### config.mk
export PLATFORM = sky130hd
export DESIGN_NAME = lsu_mem_if_flat
export DESIGN_NICKNAME = d
export VERILOG_FILES = /design/src/rtl/lsu_mem_if_if.sv /design/src/rtl/lsu_mem_if.sv /design/src/flat_wrapper.sv
export SDC_FILE = /design/constraint.sdc
export NUM_CORES = 1
export LEC_CHECK = 0
export CAP_MARGIN = 20
export CORE_MARGIN = 2
export CORE_UTILIZATION = 47
export CTS_CLUSTER_SIZE = 40
export DETAILED_ROUTE_END_ITERATION = 8
export GPL_ROUTABILITY_DRIVEN = 0
export PLACE_DENSITY = 0.91
export SLEW_MARGIN = 20
export SYNTH_ARGS = -nofsm -noshare
export SYNTH_HDL_FRONTEND = slang
export SYNTH_SLANG_ARGS = --single-unit
### constraint.sdc
create_clock -name clk -period 4.72 [get_ports clk]
set_input_delay 0.944 -clock clk [delete_from_list [all_inputs] [get_ports clk]]
set_output_delay 0.944 -clock clk [all_outputs]
set_load 0.03 [all_outputs]
### src/rtl/lsu_mem_if_if.sv
// Bundled core-side request/response and data-memory signals of the load/store unit.
// "slave" is the LSU's view; "master" is the core plus memory environment driving it.
interface lsu_mem_if_if #(
  parameter int WIDTH    = 32,
  parameter int BE_WIDTH = WIDTH / 8
);
  logic                req_valid;
  logic                req_ready;
  logic                req_we;
  logic [2:0]          req_funct3;
  logic [WIDTH-1:0]    req_addr;
  logic [WIDTH-1:0]    req_wdata;
  logic                rsp_valid;
  logic [WIDTH-1:0]    rsp_rdata;
  logic                misalign_err;
  logic                stall;
  logic                mem_req;
  logic                mem_we;
  logic [WIDTH-1:0]    mem_addr;
  logic [WIDTH-1:0]    mem_wdata;
  logic [BE_WIDTH-1:0] mem_be;
  logic                mem_gnt;
  logic                mem_rvalid;
  logic [WIDTH-1:0]    mem_rdata;

  modport slave (
    input  req_valid, req_we, req_funct3, req_addr, req_wdata,
    input  mem_gnt, mem_rvalid, mem_rdata,
    output req_ready, rsp_valid, rsp_rdata, misalign_err, stall,
    output mem_req, mem_we, mem_addr, mem_wdata, mem_be
  );

  modport master (
    output req_valid, req_we, req_funct3, req_addr, req_wdata,
    output mem_gnt, mem_rvalid, mem_rdata,
    input  req_ready, rsp_valid, rsp_rdata, misalign_err, stall,
    input  mem_req, mem_we, mem_addr, mem_wdata, mem_be
  );
endinterface

### src/rtl/lsu_mem_if.sv
// RV32I load/store unit: one access at a time over a gnt/rvalid word memory port.
// Optional misalignment trap is enabled by defining LSU_MISALIGN_TRAP_EN.
//
// Handshakes: a request is accepted on a clock edge where req_valid && req_ready
// (req_ready only in IDLE); the memory accepts on mem_req && mem_gnt; load data is
// taken on the first mem_rvalid seen in WAIT; rsp_valid is a single-cycle pulse.
module lsu_mem_if #(
  parameter int WIDTH    = 32,
  parameter int BE_WIDTH = WIDTH / 8
) (
  input  logic          clk,
  input  logic          rst_n,
  lsu_mem_if_if.slave   bus,
  output logic [1:0]    dbg_state
);

  localparam logic [1:0] S_IDLE  = 2'd0;
  localparam logic [1:0] S_ISSUE = 2'd1;
  localparam logic [1:0] S_WAIT  = 2'd2;
  localparam logic [1:0] S_RESP  = 2'd3;

  localparam logic [2:0] F3_B  = 3'b000;
  localparam logic [2:0] F3_H  = 3'b001;
  localparam logic [2:0] F3_W  = 3'b010;
  localparam logic [2:0] F3_BU = 3'b100;
  localparam logic [2:0] F3_HU = 3'b101;

  logic [1:0]       state_q, state_d;
  logic [WIDTH-1:0] addr_q, addr_d;
  logic [2:0]       funct3_q, funct3_d;
  logic             we_q, we_d;
  logic [WIDTH-1:0] wdata_q, wdata_d;
  logic [WIDTH-1:0] rdata_q, rdata_d;
  logic             err_q, err_d;

  logic             req_misaligned;
  logic [7:0]       lane_byte;
  logic [15:0]      lane_half;
  logic [WIDTH-1:0] load_fmt;
  logic [BE_WIDTH-1:0] be_fmt;
  logic [WIDTH-1:0] wdata_fmt;

`ifdef LSU_MISALIGN_TRAP_EN
  always_comb begin
    req_misaligned = 1'b0;
    case (bus.req_funct3)
      F3_H, F3_HU: req_misaligned = bus.req_addr[0];
      F3_W:        req_misaligned = |bus.req_addr[1:0];
      default:     req_misaligned = 1'b0;
    endcase
  end
`else
  // Without the trap, offending low bits simply fall out of lane selection.
  assign req_misaligned = 1'b0;
`endif

  always_comb begin
    lane_byte = bus.mem_rdata[{addr_q[1:0], 3'b000} +: 8];
    lane_half = bus.mem_rdata[{addr_q[1], 4'b0000} +: 16];
    case (funct3_q)
      F3_B:    load_fmt = {{(WIDTH-8){lane_byte[7]}}, lane_byte};
      F3_BU:   load_fmt = {{(WIDTH-8){1'b0}}, lane_byte};
      F3_H:    load_fmt = {{(WIDTH-16){lane_half[15]}}, lane_half};
      F3_HU:   load_fmt = {{(WIDTH-16){1'b0}}, lane_half};
      default: load_fmt = bus.mem_rdata;
    endcase
  end

  always_comb begin
    case (funct3_q)
      F3_B: begin
        be_fmt    = BE_WIDTH'(1) << addr_q[1:0];
        wdata_fmt = {(WIDTH/8){wdata_q[7:0]}};
      end
      F3_H: begin
        be_fmt    = BE_WIDTH'(3) << {addr_q[1], 1'b0};
        wdata_fmt = {(WIDTH/16){wdata_q[15:0]}};
      end
      default: begin
        be_fmt    = '1;
        wdata_fmt = wdata_q;
      end
    endcase
  end

  always_comb begin
    state_d  = state_q;
    addr_d   = addr_q;
    funct3_d = funct3_q;
    we_d     = we_q;
    wdata_d  = wdata_q;
    rdata_d  = rdata_q;
    err_d    = err_q;
    case (state_q)
      S_IDLE: begin
        if (bus.req_valid) begin
          addr_d   = bus.req_addr;
          funct3_d = bus.req_funct3;
          we_d     = bus.req_we;
          wdata_d  = bus.req_wdata;
          err_d    = req_misaligned;
          if (req_misaligned) begin
            rdata_d = '0;
            state_d = S_RESP;
          end else begin
            state_d = S_ISSUE;
          end
        end
      end
      S_ISSUE: begin
        if (bus.mem_gnt) begin
          if (we_q) begin
            rdata_d = '0;
            state_d = S_RESP;
          end else begin
            state_d = S_WAIT;
          end
        end
      end
      S_WAIT: begin
        if (bus.mem_rvalid) begin
          rdata_d = load_fmt;
          state_d = S_RESP;
        end
      end
      S_RESP:  state_d = S_IDLE;
      default: state_d = S_IDLE;
    endcase
  end

  always_ff @(posedge clk or negedge rst_n) begin
    if (!rst_n) begin
      state_q  <= S_IDLE;
      addr_q   <= '0;
      funct3_q <= '0;
      we_q     <= 1'b0;
      wdata_q  <= '0;
      rdata_q  <= '0;
      err_q    <= 1'b0;
    end else begin
      state_q  <= state_d;
      addr_q   <= addr_d;
      funct3_q <= funct3_d;
      we_q     <= we_d;
      wdata_q  <= wdata_d;
      rdata_q  <= rdata_d;
      err_q    <= err_d;
    end
  end

  assign bus.req_ready    = (state_q == S_IDLE);
  assign bus.rsp_valid    = (state_q == S_RESP);
  assign bus.rsp_rdata    = rdata_q;
  assign bus.misalign_err = (state_q == S_RESP) && err_q;
  assign bus.stall        = ((state_q == S_IDLE) && bus.req_valid) ||
                            (state_q == S_ISSUE) || (state_q == S_WAIT);
  assign bus.mem_req      = (state_q == S_ISSUE);
  assign bus.mem_we       = (state_q == S_ISSUE) && we_q;
  assign bus.mem_addr     = {addr_q[WIDTH-1:2], 2'b00};
  assign bus.mem_be       = we_q ? be_fmt : '0;
  assign bus.mem_wdata    = wdata_fmt;
  assign dbg_state        = state_q;

endmodule

### src/flat_wrapper.sv
// flat-port wrapper written by rule: the top's interface ports become plain ports
module lsu_mem_if_flat 
#(
  parameter int WIDTH    = 32,
  parameter int BE_WIDTH = WIDTH / 8
)
  (clk, rst_n, dbg_state, bus_req_valid, bus_req_we, bus_req_funct3, bus_req_addr, bus_req_wdata, bus_mem_gnt, bus_mem_rvalid, bus_mem_rdata, bus_req_ready, bus_rsp_valid, bus_rsp_rdata, bus_misalign_err, bus_stall, bus_mem_req, bus_mem_we, bus_mem_addr, bus_mem_wdata, bus_mem_be);
  lsu_mem_if_if #(.WIDTH(WIDTH), .BE_WIDTH(BE_WIDTH)) bus_i ();
  input  logic clk;
  input  logic rst_n;
  output logic [1:0] dbg_state;
  input wire logic [$bits(bus_i.req_valid)-1:0] bus_req_valid;
  input wire logic [$bits(bus_i.req_we)-1:0] bus_req_we;
  input wire logic [$bits(bus_i.req_funct3)-1:0] bus_req_funct3;
  input wire logic [$bits(bus_i.req_addr)-1:0] bus_req_addr;
  input wire logic [$bits(bus_i.req_wdata)-1:0] bus_req_wdata;
  input wire logic [$bits(bus_i.mem_gnt)-1:0] bus_mem_gnt;
  input wire logic [$bits(bus_i.mem_rvalid)-1:0] bus_mem_rvalid;
  input wire logic [$bits(bus_i.mem_rdata)-1:0] bus_mem_rdata;
  output wire logic [$bits(bus_i.req_ready)-1:0] bus_req_ready;
  output wire logic [$bits(bus_i.rsp_valid)-1:0] bus_rsp_valid;
  output wire logic [$bits(bus_i.rsp_rdata)-1:0] bus_rsp_rdata;
  output wire logic [$bits(bus_i.misalign_err)-1:0] bus_misalign_err;
  output wire logic [$bits(bus_i.stall)-1:0] bus_stall;
  output wire logic [$bits(bus_i.mem_req)-1:0] bus_mem_req;
  output wire logic [$bits(bus_i.mem_we)-1:0] bus_mem_we;
  output wire logic [$bits(bus_i.mem_addr)-1:0] bus_mem_addr;
  output wire logic [$bits(bus_i.mem_wdata)-1:0] bus_mem_wdata;
  output wire logic [$bits(bus_i.mem_be)-1:0] bus_mem_be;
  assign bus_i.req_valid = bus_req_valid;
  assign bus_i.req_we = bus_req_we;
  assign bus_i.req_funct3 = bus_req_funct3;
  assign bus_i.req_addr = bus_req_addr;
  assign bus_i.req_wdata = bus_req_wdata;
  assign bus_i.mem_gnt = bus_mem_gnt;
  assign bus_i.mem_rvalid = bus_mem_rvalid;
  assign bus_i.mem_rdata = bus_mem_rdata;
  assign bus_req_ready = bus_i.req_ready;
  assign bus_rsp_valid = bus_i.rsp_valid;
  assign bus_rsp_rdata = bus_i.rsp_rdata;
  assign bus_misalign_err = bus_i.misalign_err;
  assign bus_stall = bus_i.stall;
  assign bus_mem_req = bus_i.mem_req;
  assign bus_mem_we = bus_i.mem_we;
  assign bus_mem_addr = bus_i.mem_addr;
  assign bus_mem_wdata = bus_i.mem_wdata;
  assign bus_mem_be = bus_i.mem_be;
  lsu_mem_if #(.WIDTH(WIDTH), .BE_WIDTH(BE_WIDTH)) u_core (.clk(clk), .rst_n(rst_n), .bus(bus_i), .dbg_state(dbg_state));
endmodule
**After elaboration in Yosys (flattened, before gate mapping)**

Index checks and enable logic that the tools add are counted.
W data, S select, Z words.

- Output and inout port bits: 108
- Logic and storage cells: 43
- Register bits after elaboration: 102

- Shifts and indexed selects: 4
- Multiplexer cells: 13
- Equal/unequal tests: 10
- Reduce and logical (&&, ||, !) cells: 10

Operators by type and width:

| kind | number |
|---|---|
| $pmux W32 S2 | 2 |
| $pmux W32 S4 | 1 |
| $mux W32 | 3 |
| $shiftx A32 B6 Y16 | 1 |
| $shiftx A32 B6 Y8 | 1 |
| $pmux W2 S4 | 1 |
| $pmux W4 S2 | 1 |
| $eq A3 B3 Y1 const B | 2 |
| $mux W2 | 3 |
| $ne A2 B2 Y1 const B | 3 |
| $eq A2 B2 Y1 const B | 2 |
| $mux W4 | 1 |
| $reduce_and A4 Y1 | 1 |
| $shl A1 B2 Y4 const A | 1 |
| $shl A2 B2 Y4 const A | 1 |
| $eq A3 B1 Y1 const B | 1 |
| $logic_not A3 Y1 | 1 |
| $reduce_and A3 Y1 | 1 |
| $eq A2 B1 Y1 const B | 1 |
| $logic_and A1 B1 Y1 | 2 |
| $logic_not A2 Y1 | 1 |
| $logic_or A1 B1 Y1 | 2 |
| $ne A2 B1 Y1 const B | 1 |
| $reduce_and A2 Y1 | 1 |
| 2 further kinds | 2 |

**Logic depth before layout (Yosys ltp)**

Gate-level depths: netlist (run 1).

- Depth in word-level cells: 4
- Gate-level depth with buffers: 8

**Least setup slack after synthesis (run 1)**

Ideal clock, no wire load.

- Kind: reg2out
- From: register u_core.state_q[0], in the netlist u_core.dbg_state[0]
- To: output port bus_stall
- Slack: 1707 ps
- Arrival: 2069 ps
- Stages on the path, launching flop included: 7
- Cell sequence: dfrtp_1 -> inv_1 -> ha_1 -> nand2_1 -> buf_2 -> buf_1 -> nand2_1

- Word-level cells in the longest chain between the ends: 4
- Elaborated cells between the ends (all ways): 6

Ends and longest elaborated chain:

| element | line | RTL |
|---|---|---|
| start: declaration | lsu_mem_if.sv:28 | `logic [1:0] state_q, state_d;` |
| start signal: assignment | lsu_mem_if.sv:141 | `state_q <= state_d;` |
| $logic_not A2 Y1 | - |  |
| via bus_req_ready | flat_wrapper.sv:20 | `output wire logic [$bits(bus_i.req_ready)-1:0] bus_req_ready;` |
| $logic_and A1 B1 Y1 | lsu_mem_if.sv:155 | `assign bus.stall = ((state_q == S_IDLE) && bus.req_valid) \|\|` |
| $logic_or A1 B1 Y1 | lsu_mem_if.sv:155 |  |
| $logic_or A1 B1 Y1 | lsu_mem_if.sv:156 | `(state_q == S_ISSUE) \|\| (state_q == S_WAIT);` |
| end: declaration | flat_wrapper.sv:24 | `output wire logic [$bits(bus_i.stall)-1:0] bus_stall;` |

The timed path passes the listed nets, and every way through them passes these cells.

**Worst setup path in the final report (run 1)**

- From: register u_core.funct3_q[0]
- To: output port bus_mem_be[2]

- Word-level cells in the longest chain between the ends: 3
- Elaborated cells between the ends (all ways): 4

Ends and longest elaborated chain:

| element | line | RTL |
|---|---|---|
| start: declaration | lsu_mem_if.sv:30 | `logic [2:0] funct3_q, funct3_d;` |
| start signal: assignment | lsu_mem_if.sv:143 | `funct3_q <= funct3_d;` |
| $eq A3 B1 Y1 / $logic_not A3 Y1 (equally long branches) | lsu_mem_if.sv:70 | `case (funct3_q)` |
| $pmux W4 S2 * | lsu_mem_if.sv:70 |  |
| $mux W4 * | lsu_mem_if.sv:160 | `assign bus.mem_be = we_q ? be_fmt : '0;` |
| end: declaration | flat_wrapper.sv:29 | `output wire logic [$bits(bus_i.mem_be)-1:0] bus_mem_be;` |

Every way passes the cells marked *; elsewhere a longest branch is shown, timed or not.

==> results of run 1 <==
## worst min-delay path by stage
stage | endpoint | startpoint | cells after the start | slack (ns)
2_1_floorplan | u_core.wdata_q[16] | u_core.wdata_q[16] | 1 | 0.48
3_3_place_gp | u_core.bus.rsp_rdata[29] | u_core.bus.rsp_rdata[29] | 2 | 0.46
3_5_place_dp | u_core.bus.rsp_rdata[18] | u_core.bus.rsp_rdata[18] | 2 | 0.47
4_1_cts | u_core.bus.rsp_rdata[18] | u_core.bus.rsp_rdata[18] | 2 | 0.49
5_1_grt | u_core.bus.rsp_rdata[22] | u_core.bus.rsp_rdata[22] | 2 | 0.52
6_report | u_core.bus.rsp_rdata[7] | u_core.bus.rsp_rdata[7] | 2 | 0.49
## flip-flops by register name (all words and copies together), names as in the netlist
register and cells:
u_core.we_q 1, u_core.bus.rsp_rdata 32, u_core.dbg_state 2, u_core.wdata_q 32
u_core.addr_q 32, u_core.funct3_q 3
## critical path: stages, from the launching register on
cell and delay (ns):
dfrtp_1 0.72, nand2b_1 0.49, nand2_1 0.10, a21boi_0 0.21
clkdlybuf4s50_1 0.72
## cells in the mapped netlist, types with 2 or more instances
| library cell | instances | share of area, % |
|---|---|---|
| dfrtp_1 | 102 | 49 |
| mux2_2 | 91 | 20 |
| o21ai_0 | 42 | 4.0 |
| buf_4 | 41 | 5.9 |
| nand2_1 | 35 | 2.5 |
| nor2_1 | 35 | 2.5 |
| a21oi_1 | 15 | 1.4 |
| clkbuf_1 | 11 | 0.80 |
| nand2b_1 | 11 | 1.3 |
| mux2i_1 | 9 | 1.7 |
| o31ai_1 | 8 | 1.2 |
| buf_1 | 7 | 0.51 |
| buf_2 | 7 | 0.67 |
| inv_1 | 7 | 0.51 |
| nor3b_1 | 6 | 0.87 |
| o311ai_0 | 6 | 1.0 |
| ha_1 | 5 | 1.2 |
| a21boi_0 | 4 | 0.58 |
| nor3_1 | 3 | 0.29 |
| a211o_1 | 2 | 0.34 |
| and2_1 | 2 | 0.24 |
| mux4_2 | 2 | 0.87 |
| o22ai_1 | 2 | 0.24 |
## metrics by stage
step | worst slack (ns) | power (mW)
finish | 1.18 | 5.52
global route | 0.949 | 5.85
CTS | 1.06 | 5.55
detailed placement | 1.47 | 5.05
global placement | 1.51 | 4.94
floorplan | 1.71 | 3.94
## routing by layer
metal	vias to the layer above	global-route usage, %
met4	0	8.70
met1	2039	28.0
met2	190	39.5
met3	24	5.38
met5	-	0
li1	1886	-
## power groups by stage
stage | logic (mW) | clock network [mW] | registers, mW
6_report | 3.48 | 0.480 | 1.56
4_1_cts | 3.50 | 0.497 | 1.56
5_1_grt | 3.70 | 0.539 | 1.61
3_5_place_dp | 3.48 | 0 | 1.57
2_1_floorplan | 2.32 | 0 | 1.62
3_3_place_gp | 3.40 | 0 | 1.55
## kinds of logic after synthesis
family,count (synthesis),synth area share (%)
buf+inv,74,8.63
mux,102,22.3
other cells,1,0.0722
simple gates,96,8.46
compound gates,85,10.1
fa+ha+maj,5,1.21
flops,102,49.2
## cell type report
cell class,instances,area (um2)
inverters,7,26.3
flip-flops and latches,102,2550
fillers,835,3530
clock buffers,10,128
multi-input cells,291,2210
clock inverters,5,36.3
well taps,140,175
repair buffers,216,2140
==> impl_metrics.ini, run 1 <==
[setup_path]
cp-start-kind = register
setup.worst_path.end = bus_mem_be[2]
timing.rr.end = u_core.bus.rsp_rdata[25]
cp-startpoint = u_core.funct3_q[0]
worstPathMaxFanout = 15
crit_type = reg2out
worstSetupEndpointType = output port
r2r_slack_ns = 2.41
reg2reg_depth = 5
reg2reg_from = u_core.addr_q[1]
cp.required_ns = 3.78
cp_data_arrival_time_ns = 2.60

[power_and_ir_drop]
p_leak_nw = 3.00
power_frac_seq_pct = 28.3
internal_power_mw = 3.00
pwr-share-comb_pct = 63.0
p_switching_mw = 2.52
switching_share_pct = 45.6
cellPowerDensity_nw_per_um2 = 760
max-vdd-ir-drop_mv = 0.479
p_clk_share_pct = 8.7

[clocking]
clock-root-buffer = clkbuf_8
clkSinkCount = 102
cts-resized-gates = 0
cts_inserted_buffers = 9
clk_pin_slew_ns = 0.09
post-cts-setup-buffer-count = 0
clk_latency_ns = 0.36
cts_tree = built
htree_levels = 3
clockBufferDepth = 2
cts_hold_buf = 0

[outcome]
status = completed

[timing]
timing.fmax_mhz = 282
skew_ns = 0.0129
worst_pin_slew_ns = 0.865
setup_viol = 0
totalNegativeSetupSlack_ns = 0
fin_crit_sh_pct = 75.1
rsz0062_at_grt = false
hold_ws_ns = 0.492
maxSlewViolCount = 0
final.min_clock_period_ns = 3.54
max-slew-margin-rel_pct = 42.3
hold_viol = 0

[placed_design]
port_buffers = 209
dp_cells = 756
dpl.hpwl_um = 10200
placed_area_um2 = 7100

[die]
die_area_um2 = 11900
core-area_um2 = 10800
ios = 213
start_util_pct = 48.1
placementRows = 38
die_x_um = 109
die_h_um = 109

[yosys]
synth.avg_cell_area_um2 = 11.2
ys_types = 35
synth-edff-count = 0
ys_ff_latch = 102
ys_async_sr_fraction_pct = 100
postSynthCellCount = 465
synth_seq_area_share_pct = 49.2
yosysWarnings = 0
syn_area_um2 = 5190
synth_ff_type = dfrtp_1

[final_layout]
finish.instance_area_um2 = 7270
area_growth_pct = 40.0
mostFrequentLayoutCells = clkdlybuf4s50_1 (208), dfrtp_1 (102), mux2_2 (91), o21ai_0 (42), nor2_1 (35)
drive_gt1_share_pct = 19.0
final_util_pct = 67.3
n_antenna_cell = 0
final_cell_count_no_fill = 771
final_common_cell = clkdlybuf4s50_1
fin_nets = 737

[grt]
track_usage_pct = 23.0
antenna_found_initial = 0
overflow = 0
grt_max_degree = 71
grt_pass1_wl_um = 21100
grt_pass1_vias = 4336

[detailed_routing]
antenna_left = 0
dr.pass1.iters = 6
drt-wirelength-per-cell_um = 17.5
viasPerCell = 5.37
routed_wl_um = 13500
wl_met2_um = 6840
wirelength_met1_um = 5190
wl_met3_um = 1220
drt_iter0_markers = 193
top_layer_used = met4
drc_errors = 0
route.vias.total = 4139

[job]
maxCapViolCount = 0

[min_path]
hp-class = reg2reg
No activity file was read; power rests on OpenSTA's default activity.
==> run 2, diff against run 1 <==
Settings changed: CORE_UTILIZATION 47 to 39, PLACE_DENSITY 0.91 to 0.81.
Clock period 4.72 ns to 3.2 ns, I/O delays scaled along.
==> run 2 against run 1 <==
Wire length rose by 2.3%; sequential share of layout area fell by 0.84 points; critical path depth fell by 1; die area rose by 20%; global-route usage fell by 3.6 points; cell area rose by 2.4%; largest cell class unchanged; largest power group unchanged; highest routed layer unchanged.
==> impl_metrics.ini, run 2 (synthesis results as in run 1) <==
[placed_design]
dp_cells = 793
port_buffers = 209
dpl.hpwl_um = 10300
pre_cts_ws_ns = 0.525

[final_layout]
final_cell_count_no_fill = 809
final_common_cell = clkdlybuf4s50_1
drive_gt1_share_pct = 20.7
regArea_um2 = 2550
multi_input_area_um2 = 2210
fillers = 1111
fin_nets = 738
mostFrequentLayoutCells = clkdlybuf4s50_1 (196), dfrtp_1 (102), mux2_2 (91), o21ai_0 (42), nor2_1 (35)
n_antenna_cell = 0
area_growth_pct = 43.4

[setup_path]
reg2reg_from = u_core.dbg_state[0]
worstSetupEndpointType = output port
cp.required_ns = 2.56
worstPathMaxFanout = 10
cp-start-kind = register
reg2reg_depth = 7
r2r_slack_ns = 0.82
timing.rr.end = u_core.bus.rsp_rdata[11]
cp_data_arrival_time_ns = 2.39
crit_type = reg2out

[outcome]
status = completed

[timing]
rsz0062_at_grt = false
timing.fmax_mhz = 330
worst_pin_slew_ns = 0.739
final.setup.worst_slack_ns = 0.173
setup_viol = 0
totalNegativeSetupSlack_ns = 0
skew_ns = 0.00993
hold_ws_ns = 0.293
maxSlewViolCount = 0
final.min_clock_period_ns = 3.03
max-slew-margin-rel_pct = 50.5
hold_viol = 0
fin_crit_sh_pct = 94.6

[die]
placementRows = 42
die_x_um = 119
die_h_um = 119
core-area_um2 = 13100
die_area_um2 = 14200
start_util_pct = 39.5
ios = 213

[detailed_routing]
dr.pass1.iters = 4
drt_iter0_markers = 226
viasPerCell = 5.07
drt-wirelength-per-cell_um = 17.1
drc_errors = 0
route.vias.total = 4098
routed_wl_um = 13800
antenna_left = 0

[grt]
grt_max_degree = 60
overflow = 0
track_usage_pct = 19.5
antenna_found_initial = 0
grt_pass1_vias = 4295
grt_pass1_wl_um = 21800

[clocking]
clk_latency_ns = 0.34
cts_hold_buf = 0
htree_levels = 3
cts_inserted_buffers = 9
clk_pin_slew_ns = 0.06
post-cts-setup-buffer-count = 0
clockBufferDepth = 2
cts-resized-gates = 0
cts_tree = built
clock-root-buffer = clkbuf_16
clkSinkCount = 102

[power_and_ir_drop]
p_leak_nw = 3.10
total_power_mw = 8.46
max-vdd-ir-drop_mv = 0.782
cellPowerDensity_nw_per_um2 = 1140

[min_path]
hp-class = in2async

[job]
maxCapViolCount = 0
-- run 2: metrics by stage --
step / util (%) / instance area (um2)
after floorplan: - / 5200
after global placement: 54.5 / 7160
after detailed placement: 54.5 / 7160
after CTS: 56.7 / 7440
after global routing: 56.7 / 7440
final: 56.7 / 7440
-- run 2: cell type report --
| cell class | count | share of cell area (%) |
|---|---|---|
| Sequential cell | 102 | 34.3 |
| Multi-Input combinational cell | 291 | 29.6 |
| Timing Repair Buffer | 217 | 29.0 |
| Clock buffer | 16 | 3.78 |
| Tap cell | 176 | 2.96 |
| Inverter | 7 | 0.353 |
-- run 2: critical path: stages (launching register included) --
cell and delay (ns):
dfrtp_1 0.44, nor3_4 0.58, mux2_2 0.43, clkdlybuf4s50_1 0.60
-- run 2: where the power goes --
part	switching, mW	leakage [nW]	internal, mW
Sequential	0.406	1.25	1.86
Clock	0.437	0.137	0.593
Combinational	2.88	1.70	2.28
-- run 2: how the worst max path moves through the flow --
stage,cells past startpoint,end,startpoint
4_1_cts,3,bus_mem_wdata[12],u_core.funct3_q[1]
6_report,3,bus_mem_wdata[15],u_core.funct3_q[1]
3_5_place_dp,3,bus_mem_wdata[12],u_core.funct3_q[1]
5_1_grt,3,bus_mem_wdata[12],u_core.funct3_q[1]
2_1_floorplan,6,bus_stall,u_core.dbg_state[0]
3_3_place_gp,3,bus_mem_wdata[15],u_core.funct3_q[1]
-- run 2: layer usage --
layer  up-vias  track usage, %  routed length (um)
li1       1910               -                   -
met1      1965            22.5                5390
met2       192            33.5                6790
met3        31            6.03                1270
met4         0            8.01                 379
met5         -               0                   0
